$ cat src/rtl/spy_pkg.sv
`default_nettype none
// ============================================================================
// Module      : spy_pkg
// Description : Shared definitions for the spy readout block. Holds the
//               read-source encodings, the idle (all-ones) read value and
//               a ceil-log2 helper used to size select ports.
// Revision    : 1.0 - initial parametrised spy readout
// ============================================================================
package spy_pkg;

   localparam logic [1:0] SPY_SRC_LIVE = 2'd0;
   localparam logic [1:0] SPY_SRC_SNAP = 2'd1;
   localparam logic [1:0] SPY_SRC_HIST = 2'd2;
   localparam logic [1:0] SPY_SRC_STAT = 2'd3;

   // Idle / out-of-range read value; sliced down to the spy word width.
   localparam logic [63:0] SPY_IDLE = '1;

   // Number of bits needed to index v items (0 for v <= 1).
   function automatic int spy_clog2(input int v);
      int r;
      r = 0;
      while ((1 << r) < v) r++;
      return r;
   endfunction

endpackage
`default_nettype wire

$ cat src/rtl/spy_hist_ring.sv
`default_nettype none
// ============================================================================
// Module      : spy_hist_ring
// Description : DEPTH-entry history ring of CW-bit trace samples with a
//               saturating fill count, sticky wrap flag and an age-indexed
//               combinational read port (age 0 = newest entry).
// Ports       : clk, reset (async, active-high)
//               push     - write din at wr_ptr and advance
//               clear    - reset wr_ptr/count/wrapped (storage untouched)
//               din      - sample to store
//               hidx     - read age
//               rd_data  - entry at the requested age
//               rd_ok    - requested age holds a valid entry (hidx < count)
//               count    - number of valid entries, saturates at DEPTH
//               wrapped  - set once wr_ptr has wrapped DEPTH-1 -> 0
// Revision    : 1.0 - initial parametrised spy readout
// ============================================================================
module spy_hist_ring
   import spy_pkg::*;
#(
   parameter int CW    = 32,
   parameter int DEPTH = 4,
   parameter int HW    = spy_clog2(DEPTH)
) (
   input  logic          clk,
   input  logic          reset,
   input  logic          push,
   input  logic          clear,
   input  logic [CW-1:0] din,
   input  logic [HW-1:0] hidx,
   output logic [CW-1:0] rd_data,
   output logic          rd_ok,
   output logic [HW:0]   count,
   output logic          wrapped
);

   logic [CW-1:0] r_mem [DEPTH];
   logic [HW-1:0] r_wr_ptr;
   logic [HW:0]   r_count;
   logic          r_wrapped;
   logic [HW-1:0] w_rd_idx;

   always_ff @(posedge clk or posedge reset) begin
      if (reset) begin
         for (int i = 0; i < DEPTH; i++) r_mem[i] <= '0;
         r_wr_ptr  <= '0;
         r_count   <= '0;
         r_wrapped <= 1'b0;
      end else if (clear) begin
         r_wr_ptr  <= '0;
         r_count   <= '0;
         r_wrapped <= 1'b0;
      end else if (push) begin
         r_mem[r_wr_ptr] <= din;
         // DEPTH is a power of two, so the natural HW-bit rollover is mod DEPTH.
         r_wr_ptr <= r_wr_ptr + HW'(1);
         if (r_count != (HW+1)'(DEPTH)) r_count <= r_count + (HW+1)'(1);
         if (r_wr_ptr == HW'(DEPTH - 1)) r_wrapped <= 1'b1;
      end
   end

   // Newest entry sits just behind the write pointer.
   assign w_rd_idx = r_wr_ptr - HW'(1) - hidx;
   assign rd_data  = r_mem[w_rd_idx];
   assign rd_ok    = ({1'b0, hidx} < r_count);
   assign count    = r_count;
   assign wrapped  = r_wrapped;

endmodule
`default_nettype wire

$ cat src/rtl/spy_capture.sv
`default_nettype none
// ============================================================================
// Module      : spy_capture
// Description : Parametrised spy readout. Snapshots NCH channels on each
//               capture strobe, keeps a history ring of one trace channel,
//               and serves SW-bit slices of live, snapshot, history or
//               status data through a one-cycle registered read port.
// Ports       : clk, reset (async, active-high)
//               ch_data    - NCH channels, channel k at [k*CW +: CW]
//               capture    - sample strobe
//               freeze     - level; holds all capture state while high
//               clear_hist - clears history pointers/count/wrap flag
//               trace_ch   - channel pushed into history on capture
//               spy_src    - 0 live, 1 snapshot, 2 history, 3 status
//               spy_ch     - channel select for live/snapshot
//               spy_slice  - SW-bit slice select, slice 0 = LSBs
//               spy_hidx   - history age, 0 = newest
//               dbread     - read request
//               spy_out    - registered read data (all ones when idle)
//               rd_valid   - spy_out carries requested data
// Revision    : 1.0 - initial parametrised spy readout
// ============================================================================
module spy_capture
   import spy_pkg::*;
#(
   parameter int NCH   = 8,
   parameter int CW    = 32,
   parameter int SW    = 16,
   parameter int DEPTH = 4,
   parameter int CHW   = spy_clog2(NCH),
   parameter int SLW   = (spy_clog2(CW / SW) > 1) ? spy_clog2(CW / SW) : 1,
   parameter int HW    = spy_clog2(DEPTH)
) (
   input  logic              clk,
   input  logic              reset,
   input  logic [NCH*CW-1:0] ch_data,
   input  logic              capture,
   input  logic              freeze,
   input  logic              clear_hist,
   input  logic [CHW-1:0]    trace_ch,
   input  logic [1:0]        spy_src,
   input  logic [CHW-1:0]    spy_ch,
   input  logic [SLW-1:0]    spy_slice,
   input  logic [HW-1:0]     spy_hidx,
   input  logic              dbread,
   output logic [SW-1:0]     spy_out,
   output logic              rd_valid
);

   localparam int NSL = CW / SW;
   localparam logic [SW-1:0] C_IDLE = SPY_IDLE[SW-1:0];

   logic [CW-1:0] r_snap [NCH];

   logic          w_cap;
   logic          w_push;
   logic          w_clear;
   logic [CW-1:0] w_trace;
   logic [CW-1:0] w_hist;
   logic          w_hist_ok;
   logic [HW:0]   w_count;
   logic          w_wrapped;

   logic [CW-1:0] w_live;
   logic [CW-1:0] w_snap;
   logic          w_ch_ok;
   logic [CW-1:0] w_word;
   logic [SW-1:0] w_slice;
   logic          w_slice_ok;
   logic [SW-1:0] w_stat;
   logic [SW-1:0] w_mux;

   // freeze gates every state change, including the history clear.
   assign w_cap   = capture & ~freeze;
   assign w_clear = clear_hist & ~freeze;
   assign w_push  = w_cap & ~clear_hist;

   // ---------------------------------------------------------------- snapshot
   always_ff @(posedge clk or posedge reset) begin
      if (reset) begin
         for (int k = 0; k < NCH; k++) r_snap[k] <= '0;
      end else if (w_cap) begin
         for (int k = 0; k < NCH; k++) r_snap[k] <= ch_data[k*CW +: CW];
      end
   end

   // ----------------------------------------------------------------- history
   always_comb begin
      w_trace = '0;
      for (int k = 0; k < NCH; k++)
         if (int'(trace_ch) == k) w_trace = ch_data[k*CW +: CW];
   end

   spy_hist_ring #(
      .CW    (CW),
      .DEPTH (DEPTH),
      .HW    (HW)
   ) u_hist (
      .clk     (clk),
      .reset   (reset),
      .push    (w_push),
      .clear   (w_clear),
      .din     (w_trace),
      .hidx    (spy_hidx),
      .rd_data (w_hist),
      .rd_ok   (w_hist_ok),
      .count   (w_count),
      .wrapped (w_wrapped)
   );

   // --------------------------------------------------------------- read mux
   always_comb begin
      w_ch_ok = 1'b0;
      w_live  = '0;
      w_snap  = '0;
      for (int k = 0; k < NCH; k++) begin
         if (int'(spy_ch) == k) begin
            w_ch_ok = 1'b1;
            w_live  = ch_data[k*CW +: CW];
            w_snap  = r_snap[k];
         end
      end

      case (spy_src)
         SPY_SRC_LIVE: w_word = w_live;
         SPY_SRC_SNAP: w_word = w_snap;
         default:      w_word = w_hist;
      endcase

      w_slice_ok = 1'b0;
      w_slice    = '0;
      for (int s = 0; s < NSL; s++) begin
         if (int'(spy_slice) == s) begin
            w_slice_ok = 1'b1;
            w_slice    = w_word[s*SW +: SW];
         end
      end

      w_stat = '0;
      w_stat[HW+2:0] = {w_count, w_wrapped, freeze};

      case (spy_src)
         SPY_SRC_LIVE,
         SPY_SRC_SNAP: w_mux = (w_ch_ok && w_slice_ok) ? w_slice : C_IDLE;
         SPY_SRC_HIST: w_mux = (w_hist_ok && w_slice_ok) ? w_slice : C_IDLE;
         default:      w_mux = (spy_slice == '0) ? w_stat : C_IDLE;
      endcase
   end

   // -------------------------------------------------------------- read port
   always_ff @(posedge clk or posedge reset) begin
      if (reset) begin
         spy_out  <= C_IDLE;
         rd_valid <= 1'b0;
      end else begin
         spy_out  <= dbread ? w_mux : C_IDLE;
         rd_valid <= dbread;
      end
   end

endmodule
`default_nettype wire

$ cat config.mk
export PLATFORM = sky130hd
export DESIGN_NAME = spy_capture
export DESIGN_NICKNAME = d
export VERILOG_FILES = /design/src/rtl/spy_pkg.sv /design/src/rtl/spy_hist_ring.sv /design/src/rtl/spy_capture.sv
export SDC_FILE = /design/constraint.sdc
export NUM_CORES = 1
export LEC_CHECK = 0
export ABC_AREA = 1
export CAP_MARGIN = 30
export CORE_MARGIN = 1.5
export CORE_UTILIZATION = 30
export DETAILED_ROUTE_END_ITERATION = 8
export GPL_TIMING_DRIVEN = 1
export HOLD_SLACK_MARGIN = 0.05
export SLEW_MARGIN = 40
export SYNTH_ARGS = -nofsm -noshare
export SYNTH_HDL_FRONTEND = slang
export SYNTH_HIERARCHICAL = 1
export SYNTH_SLANG_ARGS = --single-unit
$ cat constraint.sdc
create_clock -name clk -period 10.2 [get_ports clk]
set_input_delay 3.06 -clock clk [delete_from_list [all_inputs] [get_ports clk]]
set_output_delay 3.06 -clock clk [all_outputs]
set_load 0.02 [all_outputs]
* Word-level counts from Yosys, hierarchy flattened
Index checks and enable logic that the tools add are counted.
** Operators by class
- Equal/unequal tests :: 18
- Bitwise gates (word level) :: 8
- Reductions and logical operators :: 11
- Mux-type cells :: 53
- Add/subtract/negate cells :: 4
- Magnitude comparators :: 4
** Operators by type and width (number)
- $mux 32 :: 27
- $bwmux 128 :: 1
- $mux 16 :: 5
- $bmux 32 s2 :: 1
- $demux 32 s2 :: 1
- $pmux 32 s2 :: 1
- $pmux 16 s2 :: 1
- $eq 3x3->1 const B :: 8
- $eq 3x2->1 const B :: 4
- $mux 1 :: 11
- $mux 3 :: 3
- $eq 3x1->1 const B :: 2
- $ge 3x3->1 const B :: 2
- $logic_not 3->1 :: 2
- $not 2->3 :: 2
- $reduce_and 2->1 :: 3
- $reduce_bool 2->1 :: 3
- $eq 2x2->1 const B :: 2
- $mux 2 :: 2
- $add 3x1->3 const B :: 1
- $and 1x1->1 :: 3
- $lt 2x3->1 :: 1
- $lt 3x1->1 const B :: 1
- $ne 3x3->1 const B :: 1
- 8 further kinds :: 10
** Word-level totals
- Logic and storage cells :: 115
- Bits of input ports :: 273
- Output and inout port bits :: 17
- Register bits after elaboration :: 407

* Depth between registers and ports, before layout
Gate-level depths: netlist of the first run.
- Depth in word-level cells :: 14
- Depth in mapped cells :: 15
- Gate-level depth less buffers :: 14

* By module
The synthesis of the first run kept the hierarchy.
** Modules (own cells, without submodules)
- spy_capture :: times used 1, cells each 2463, area each 16791.1 um^2, seq. area each 6851.6 um^2
- spy_hist_ring :: times used 1, cells each 818, area each 6627.6 um^2, seq. area each 3353.2 um^2

* Least setup slack after synthesis of the first run
Ideal clock, no wire load.
- Kind :: in2reg
- Start :: input port freeze
- End :: register u_hist/r_mem[21] (netlist bit)
- Arrival time :: 4624 ps
- Buffers on the path :: 5
- Cell stages on the path :: 13
- Data required time :: 10080 ps
- Library setup time :: 120 ps
- Slack :: 5456 ps
- Path through :: inv_1 nand2_1 clkbuf_1 buf_2 clkbuf_1 nor2_1 inv_2 nor2_8 nand2_4 buf_6 buf_6 nand2_2 o21ai_2
** Between the ends
- Word-level cells in the longest chain between the ends :: 4
- Elaborated cells on any way between the ends :: 6
- Those cells by class :: bitwise (5); reduce/logical (1)
** Ends and longest elaborated chain
- start, declared :: line spy_capture.sv:38 : input logic freeze,
- $not 1->1 :: line spy_capture.sv:74 : assign w_cap = capture & ~freeze;
- $and 1x1->1 :: line spy_capture.sv:74
- $and 1x1->1 :: line spy_capture.sv:76 : assign w_push = w_cap & ~clear_hist;
- named net w_push :: line spy_capture.sv:56 : logic w_push;
- $reduce_and 2->1 (no source line)
- end signal, assigned by index :: line spy_hist_ring.sv:54 : r_mem[r_wr_ptr] <= din;
- end, declared :: line spy_hist_ring.sv:37 : logic [CW-1:0] r_mem [DEPTH];
The timed path passes the listed nets, and every way through them passes these cells.
A chain may end at the register's enable or synchronous reset.

* Final worst setup path of the first run
- Start :: input port spy_ch[2]
- End :: register spy_out[10]
** Between the ends
- Word-level cells in the longest chain between the ends :: 14
- Elaborated cells on any way between the ends :: 38
- Those cells by class :: eq/ne (7); mux (30); reduce/logical (1)
** Ends and longest elaborated chain
- start, declared :: line spy_capture.sv:42 : input logic [CHW-1:0] spy_ch,
- $logic_not 3->1 :: line spy_capture.sv:117 : if (int'(spy_ch) == k) begin
- $mux 32 (8 in series) :: line spy_capture.sv:117
- $pmux 32 s2 :: line spy_capture.sv:124 : case (spy_src)
- $mux 16 :: line spy_capture.sv:133 : if (int'(spy_slice) == s) begin
- $mux 16 (on tied branches) :: line spy_capture.sv:145, spy_capture.sv:144
- $pmux 16 s2 (*) :: line spy_capture.sv:142 : case (spy_src)
- $mux 16 (*) :: line spy_capture.sv:156 : spy_out <= dbread ? w_mux : C_IDLE;
- end signal, assigned :: line spy_capture.sv:156
- end, declared :: line spy_capture.sv:46 : output logic [SW-1:0] spy_out,
Every way passes the cells marked *; elsewhere a longest branch is shown, timed or not.

==> flow_summary_export.csv, run 1 <==
group,metric,value,unit
run_status,status,"finished, final reports clean",
logic_synthesis,synth_compound_area_share,16.1,%
floorplanning,die_h,282,um
logic_synthesis,muxShareOfSynthArea,2.31,%
placed_design,placed_cell_area,0.0271,mm2
floorplanning,io_pins,290,
clocking,cts_tree,"done",
grt,antenna_found_initial,6,
grt,grt_pass1_wl,139000,um
floorplanning,rows,102,
logic_synthesis,synth_seq_cells,407,
worst_setup_path,cp_max_fo,45,
finish,finish.utilization,37.0,%
placed_design,port_buffers,289,
sta,slew_viol_final,0,
sta,finalHoldViolations,0,
pwr,p_leak,13.3,nW
sta,post-route-min-period,6.02,ns
sta,tns,0,ns
logic_synthesis,yosysTopAreaCellShare,41.8,%
grt,grt_max_degree,148,
clocking,clock-root-buffer,"clkbuf_16",
sta,clock.fmax,166,MHz
logic_synthesis,synth_seq_area_share,43.6,%
route,vias,23300,
clocking,cts_resized,0,
pwr,ir_drop,0.000111,V
logic_synthesis,syn-num-nets,3562,
clocking,cts_sinks,407,
route,routed_via_density,5.16,
placed_design,place_congestion,0.949,
finish,final_common_cell,"nand2_1",
sta,rsz0062_at_grt,"no",
logic_synthesis,synth_cell_types,38,
finish,synthToLayoutAreaGrowth,22.3,%
logic_synthesis,synth_top_area_cell,"dfrtp_1",
worst_setup_path,required,10.69,ns
job,drv_cap,0,
sta,maxSlewHeadroom,41.2,%
logic_synthesis,synth_top_family_by_area,"simple AND/OR/NAND/NOR gates",
finish,fill_cells,8202,
grt,track_usage,23.2,%
logic_synthesis,synthSimpleGateAreaFrac,27.4,%
route,ant_nets,0,
grt,grt_pass1_vias,22200,
worst_setup_path,cp-end-kind,"flip-flop",
logic_synthesis,syn_area,0.0234,mm2
finish,layout.nets,3724,
logic_synthesis,yosys.area_share.adder,0.427,%
clocking,cts_hold_buf,0,
sta,min_period_over_period,59.0,%
logic_synthesis,synth_cells,3281,
placed_design,post-dp-hpwl,66400,um
logic_synthesis,synth_area_per_cell,7.14,um2
clocking,cts.path.max_buffers,3,
sta,skew,0.0247,ns
pwr,power,4.79,mW
finish,stdcell_area,0.0286,mm2
sta,tightest_slew,0.880,ns
logic_synthesis,yosys_warnings,6,
floorplanning,die_area,0.0797,mm2
logic_synthesis,synthTopCellsByArea,"dfrtp_1 42%, nand2_1 15%, o21ai_0 6.5%, inv_1 6.0%, nand3_1 5.3%",
finish,final_cell_mix,"933 x nand2_1, 391 x dfrtp_1, 372 x inv_1",
clocking,post-cts-setup-buffers,0,
finish,drive_above_1_share,7.44,%
route,wl_per_cell,20.8,um
sta,hold_ws,0.477,ns
logic_synthesis,synth_xor_area_share,0,%
route,route.detailed.drc,0,
route,wirelength,93800,um
route,firstDrtPassIters,6,
clocking,htree_levels,2,
worst_setup_path,crit_path_start_kind,"input pin",
floorplanning,start_util,30.3,%
clocking,worstSkewPairLatency,0.60,ns
floorplanning,core_area,0.0773,mm2
route,drt_iter0_markers,2843,
sta,setup_viol,0,
hold_path,hold_path.class,"flip-flop to flip-flop",
worst_setup_path,arrival,6.51,ns
clocking,path_clk_slew,0.06,ns
worst_setup_path,crit_type,"input pin to flip-flop",
clocking,numCtsBuffers,45,
grt,grt_overflow,0,
floorplanning,fp.dieW,282,um
pwr,power_density,167,mW/mm2
## registers in the layout, indices dropped and copies added (netlist names)
register         flops
r_snap             256
u_hist/r_mem       128
spy_out             16
u_hist/count         3
u_hist/r_wr_ptr      2
rd_valid             1
u_hist/wrapped       1
## critical path, stage by stage
cell,delay [ns]
clkdlybuf4s50_1,0.69
inv_2,0.24
buf_4,0.35
nand3_1,0.13
buf_4,0.42
clkinv_2,0.59
nand2_1,0.19
nand3_1,0.09
nand2_1,0.07
nand2_1,0.05
nand2_1,0.06
nand3_1,0.26
nand3_1,0.18
nand2_1,0.06
## cells in the mapped netlist, drive strengths merged
master and number:
a21oi 178, clkbuf 109, nor3 8, mux2 48, buf 101, o21ai 442, o2111ai 15, a21boi 10
o22ai 26, nand2 963, nand4 59, o221ai 16, dfstp 16, or2 22, inv 382, clkinv 2
dfrtp 391, ha 8, o211ai 6, a221oi 1, nor2 228, nand3 250
## final timing paths
kind / depth (start not counted) / endpoint / slack [ns] / startpoint
worst max-delay path: 14 / spy_out[10] / 4.18 / spy_ch[2]
worst min-delay path: 2 / r_snap[83] / 0.48 / r_snap[83]
worst max register to register: 11 / spy_out[10] / 7.10 / u_hist/r_wr_ptr[0]
worst min register to register: 2 / r_snap[83] / 0.48 / r_snap[83]
max in group asynchronous: 6 / r_snap[16] / 5.56 / reset
min in group asynchronous: 2 / u_hist/r_mem[30] / 3.00 / reset
## power by group
part           leakage, nW  switching (mW)  internal, mW  total (mW)
combinational         7.52           0.670         0.408        1.08
clock                0.722           0.706         0.962        1.67
sequential            5.09           0.158          1.89        2.05
total                 13.3            1.53          3.26        4.79
## logic make-up after synthesis
logic type | count (synthesis)
adders and majority gates | 8
buffers and inverters | 594
and+or+nand+nor | 1530
AOI/OAI and AO/OA | 694
DFF | 407
muxes | 48
## per-stage QoR
| step | cells | setup WS (ns) |
|---|---|---|
| after floorplan | 3281 | 3.54 |
| after global placement | 4432 | 3.23 |
| after detailed placement | 4434 | 3.68 |
| after CTS | 4518 | 4.30 |
| after global routing | 4520 | 3.99 |
| final | 4521 | 4.18 |
## area by class of cell
| class | instances | area (um2) | share of cell area [%] |
|---|---|---|---|
| repair buffers | 325 | 3290 | 11.5 |
| clock buffers | 78 | 1410 | 4.93 |
| diodes | 1 | 2.50 | 0.00873 |
| inverters | 384 | 1450 | 5.07 |
| well taps | 1040 | 1300 | 4.54 |
| multi-input cells | 2280 | 10900 | 38.1 |
| flip-flops and latches | 407 | 10200 | 35.6 |
| clock inverters | 6 | 58.8 | 0.205 |
## routing by layer
layer,vias to the layer above,share of wire (%),global-route usage (%)
li1,10900,-,-
met3,203,8.9,4.49
met2,1087,47,38.0
met5,-,0.042,0
met4,6,4.6,9.97
met1,11100,40,29.8
No activity file was read; power rests on OpenSTA's default activity.
==> run 2, diff against run 1 <==
clock period = 4.83 ns   (was 10.2 ns; I/O delays follow)
==> run 2 against run 1 <==
Power grew 110%. Sequential share of layout area decreased by 0.32 points. Worst setup slack got worse by 3.2 ns. Global-route usage increased by 0.18 points. First-iteration DRC count is 11% lower. Count of clock-buffer cells in the layout decreased by 2.
==> flow_summary_export.csv, run 2 (synthesis results as in run 1) <==
group,metric,value,unit
run_status,status,"finished, final reports clean",
floorplanning,die_area,0.0797,mm2
clocking,path_clk_slew,0.06,ns
clocking,cts_hold_buf,0,
clocking,worstSkewPairLatency,0.59,ns
sta,post-route-min-period,3.83,ns
grt,antenna_found_initial,3,
clocking,cts.path.max_buffers,3,
clocking,cts_resized,0,
clocking,numCtsBuffers,46,
route,drt_iter0_markers,2542,
finish,regMostFlops,"r_snap",
pwr,ir_drop,0.000281,V
route,wirelength,94100,um
route,wl_per_cell,20.7,um
route,vias,23400,
worst_setup_path,required,5.33,ns
grt,grt_overflow,0,
route,route.detailed.drc,0,
finish,layout.nets,3752,
grt,grt_max_degree,198,
worst_setup_path,cp-end-kind,"flip-flop",
worst_setup_path,crit_path_start_kind,"input pin",
sta,min_period_over_period,79.4,%
sta,rsz0062_at_grt,"no",
sta,hold_ws,0.471,ns
sta,finalHoldViolations,0,
floorplanning,fp.dieW,282,um
floorplanning,core_area,0.0773,mm2
worst_setup_path,rr_startpoint,"u_hist/r_wr_ptr[0]",
sta,tightest_slew,0.818,ns
job,drv_cap,0,
sta,maxSlewHeadroom,45.4,%
route,firstDrtPassIters,6,
finish,fill_cells,8206,
placed_design,dp.cells,4463,
worst_setup_path,arrival,4.33,ns
clocking,htree_levels,2,
finish,drive_above_1_share,8.01,%
route,routed_via_density,5.15,
sta,setup_viol,0,
worst_setup_path,cp_max_fo,11,
pwr,power_density,352,mW/mm2
hold_path,hold_path.class,"flip-flop to flip-flop",
sta,slew_viol_final,0,
grt,grt_pass1_wl,141000,um
placed_design,post-dp-hpwl,68100,um
sta,clock.fmax,261,MHz
finish,fin_cells,4549,
clocking,post-cts-setup-buffers,0,
hold_path,hold_start,"r_snap[86]",
placed_design,port_buffers,289,
sta,skew,0.0220,ns
floorplanning,start_util,30.3,%
finish,stdcell_area,0.0289,mm2
clocking,cts_tree,"done",
floorplanning,io_pins,290,
worst_setup_path,crit_type,"input pin to flip-flop",
pwr,p_leak,13.5,nW
placed_design,place_congestion,0.975,
pwr,power,10.2,mW
finish,largest_register_ffs,256,
route,ant_nets,0,
clocking,cts_sinks,407,
finish,reg_top3,"r_snap (256), u_hist/r_mem (128), spy_out (16)",
finish,synthToLayoutAreaGrowth,23.4,%
finish,final_common_cell,"nand2_1",
placed_design,placed_cell_area,0.0274,mm2
floorplanning,rows,102,
finish,final_cell_mix,"937 x nand2_1, 391 x dfrtp_1, 372 x inv_1",
grt,track_usage,23.4,%
worst_setup_path,crit_path_start,"spy_hidx[0]",
floorplanning,die_h,282,um
clocking,clock-root-buffer,"clkbuf_16",
grt,grt_pass1_vias,22900,
==> run 2: changes by cell type in the layout (fill, tap and decap cells not counted), moves of 3 or more <==
cell      delta
buf_12      +15
buf_16       -4
buf_4       +18
clkinv_2     +3
nand2_1      +4
nand3_1      +3
==> run 2: worst paths after layout <==
kind / end / slack (ns) / cells past startpoint
min in group asynchronous: rd_valid / 1.33 / 2
worst min-delay path: r_snap[86] / 0.47 / 2
worst max register to register: spy_out[10] / 1.94 / 14
max in group asynchronous: r_snap[202] / 2.50 / 3
worst min register to register: r_snap[86] / 0.47 / 2
worst max-delay path: spy_out[10] / 1.0 / 16
==> run 2: power breakdown <==
| group | switching [mW] | total [mW] | internal, mW |
|---|---|---|---|
| Sequential | 0.317 | 4.30 | 3.99 |
| Combinational | 1.44 | 2.32 | 0.885 |
| Clock | 1.48 | 3.55 | 2.06 |
| Total | 3.24 | 10.2 | 6.93 |
==> run 2: layout make-up <==
type / count / area, um2 / share of cell area [%]
multi-input cells: 2280 / 10900 / 37.6
diodes: 1 / 2.50 / 0.00866
flip-flops and latches: 407 / 10200 / 35.3
well taps: 1040 / 1300 / 4.50
inverters: 384 / 1450 / 5.01
repair buffers: 352 / 3590 / 12.4
clock inverters: 9 / 70.1 / 0.242
clock buffers: 76 / 1430 / 4.94
==> run 2: worst max-delay path, cell delays in order <==
cell and delay [ns]:
clkdlybuf4s50_1 0.46, inv_1 0.08, ha_4 0.17, inv_1 0.06
nand2_1 0.07, nand2_1 0.07, nand2_1 0.36, buf_4 0.35
nand3_1 0.07, nand2_1 0.07, nor2_1 0.11, nor2_1 0.05
nor2_1 0.25, nand3_1 0.42, nand3_1 0.22, nand2_1 0.07
==> run 2: per-stage QoR <==
stage          setup TNS (ns)  util (%)  worst slack, ns
6_report                    0      37.4            0.995
5_1_grt                     0      37.4            0.756
4_1_cts                     0      37.4             1.10
3_5_place_dp                0      35.4            0.505
3_3_place_gp                0      35.4            0.497
2_1_floorplan          -55.34         -           -0.215
==> run 2: metal layers <==
layer  vias up  routed length (um)  GRT usage (%)
li1      11000                   -              -
met1     11200               38000           29.6
met2       991               44300           39.1
met3       215                7500           4.06
met4         2                4200           10.1
met5         -                 110           1.04
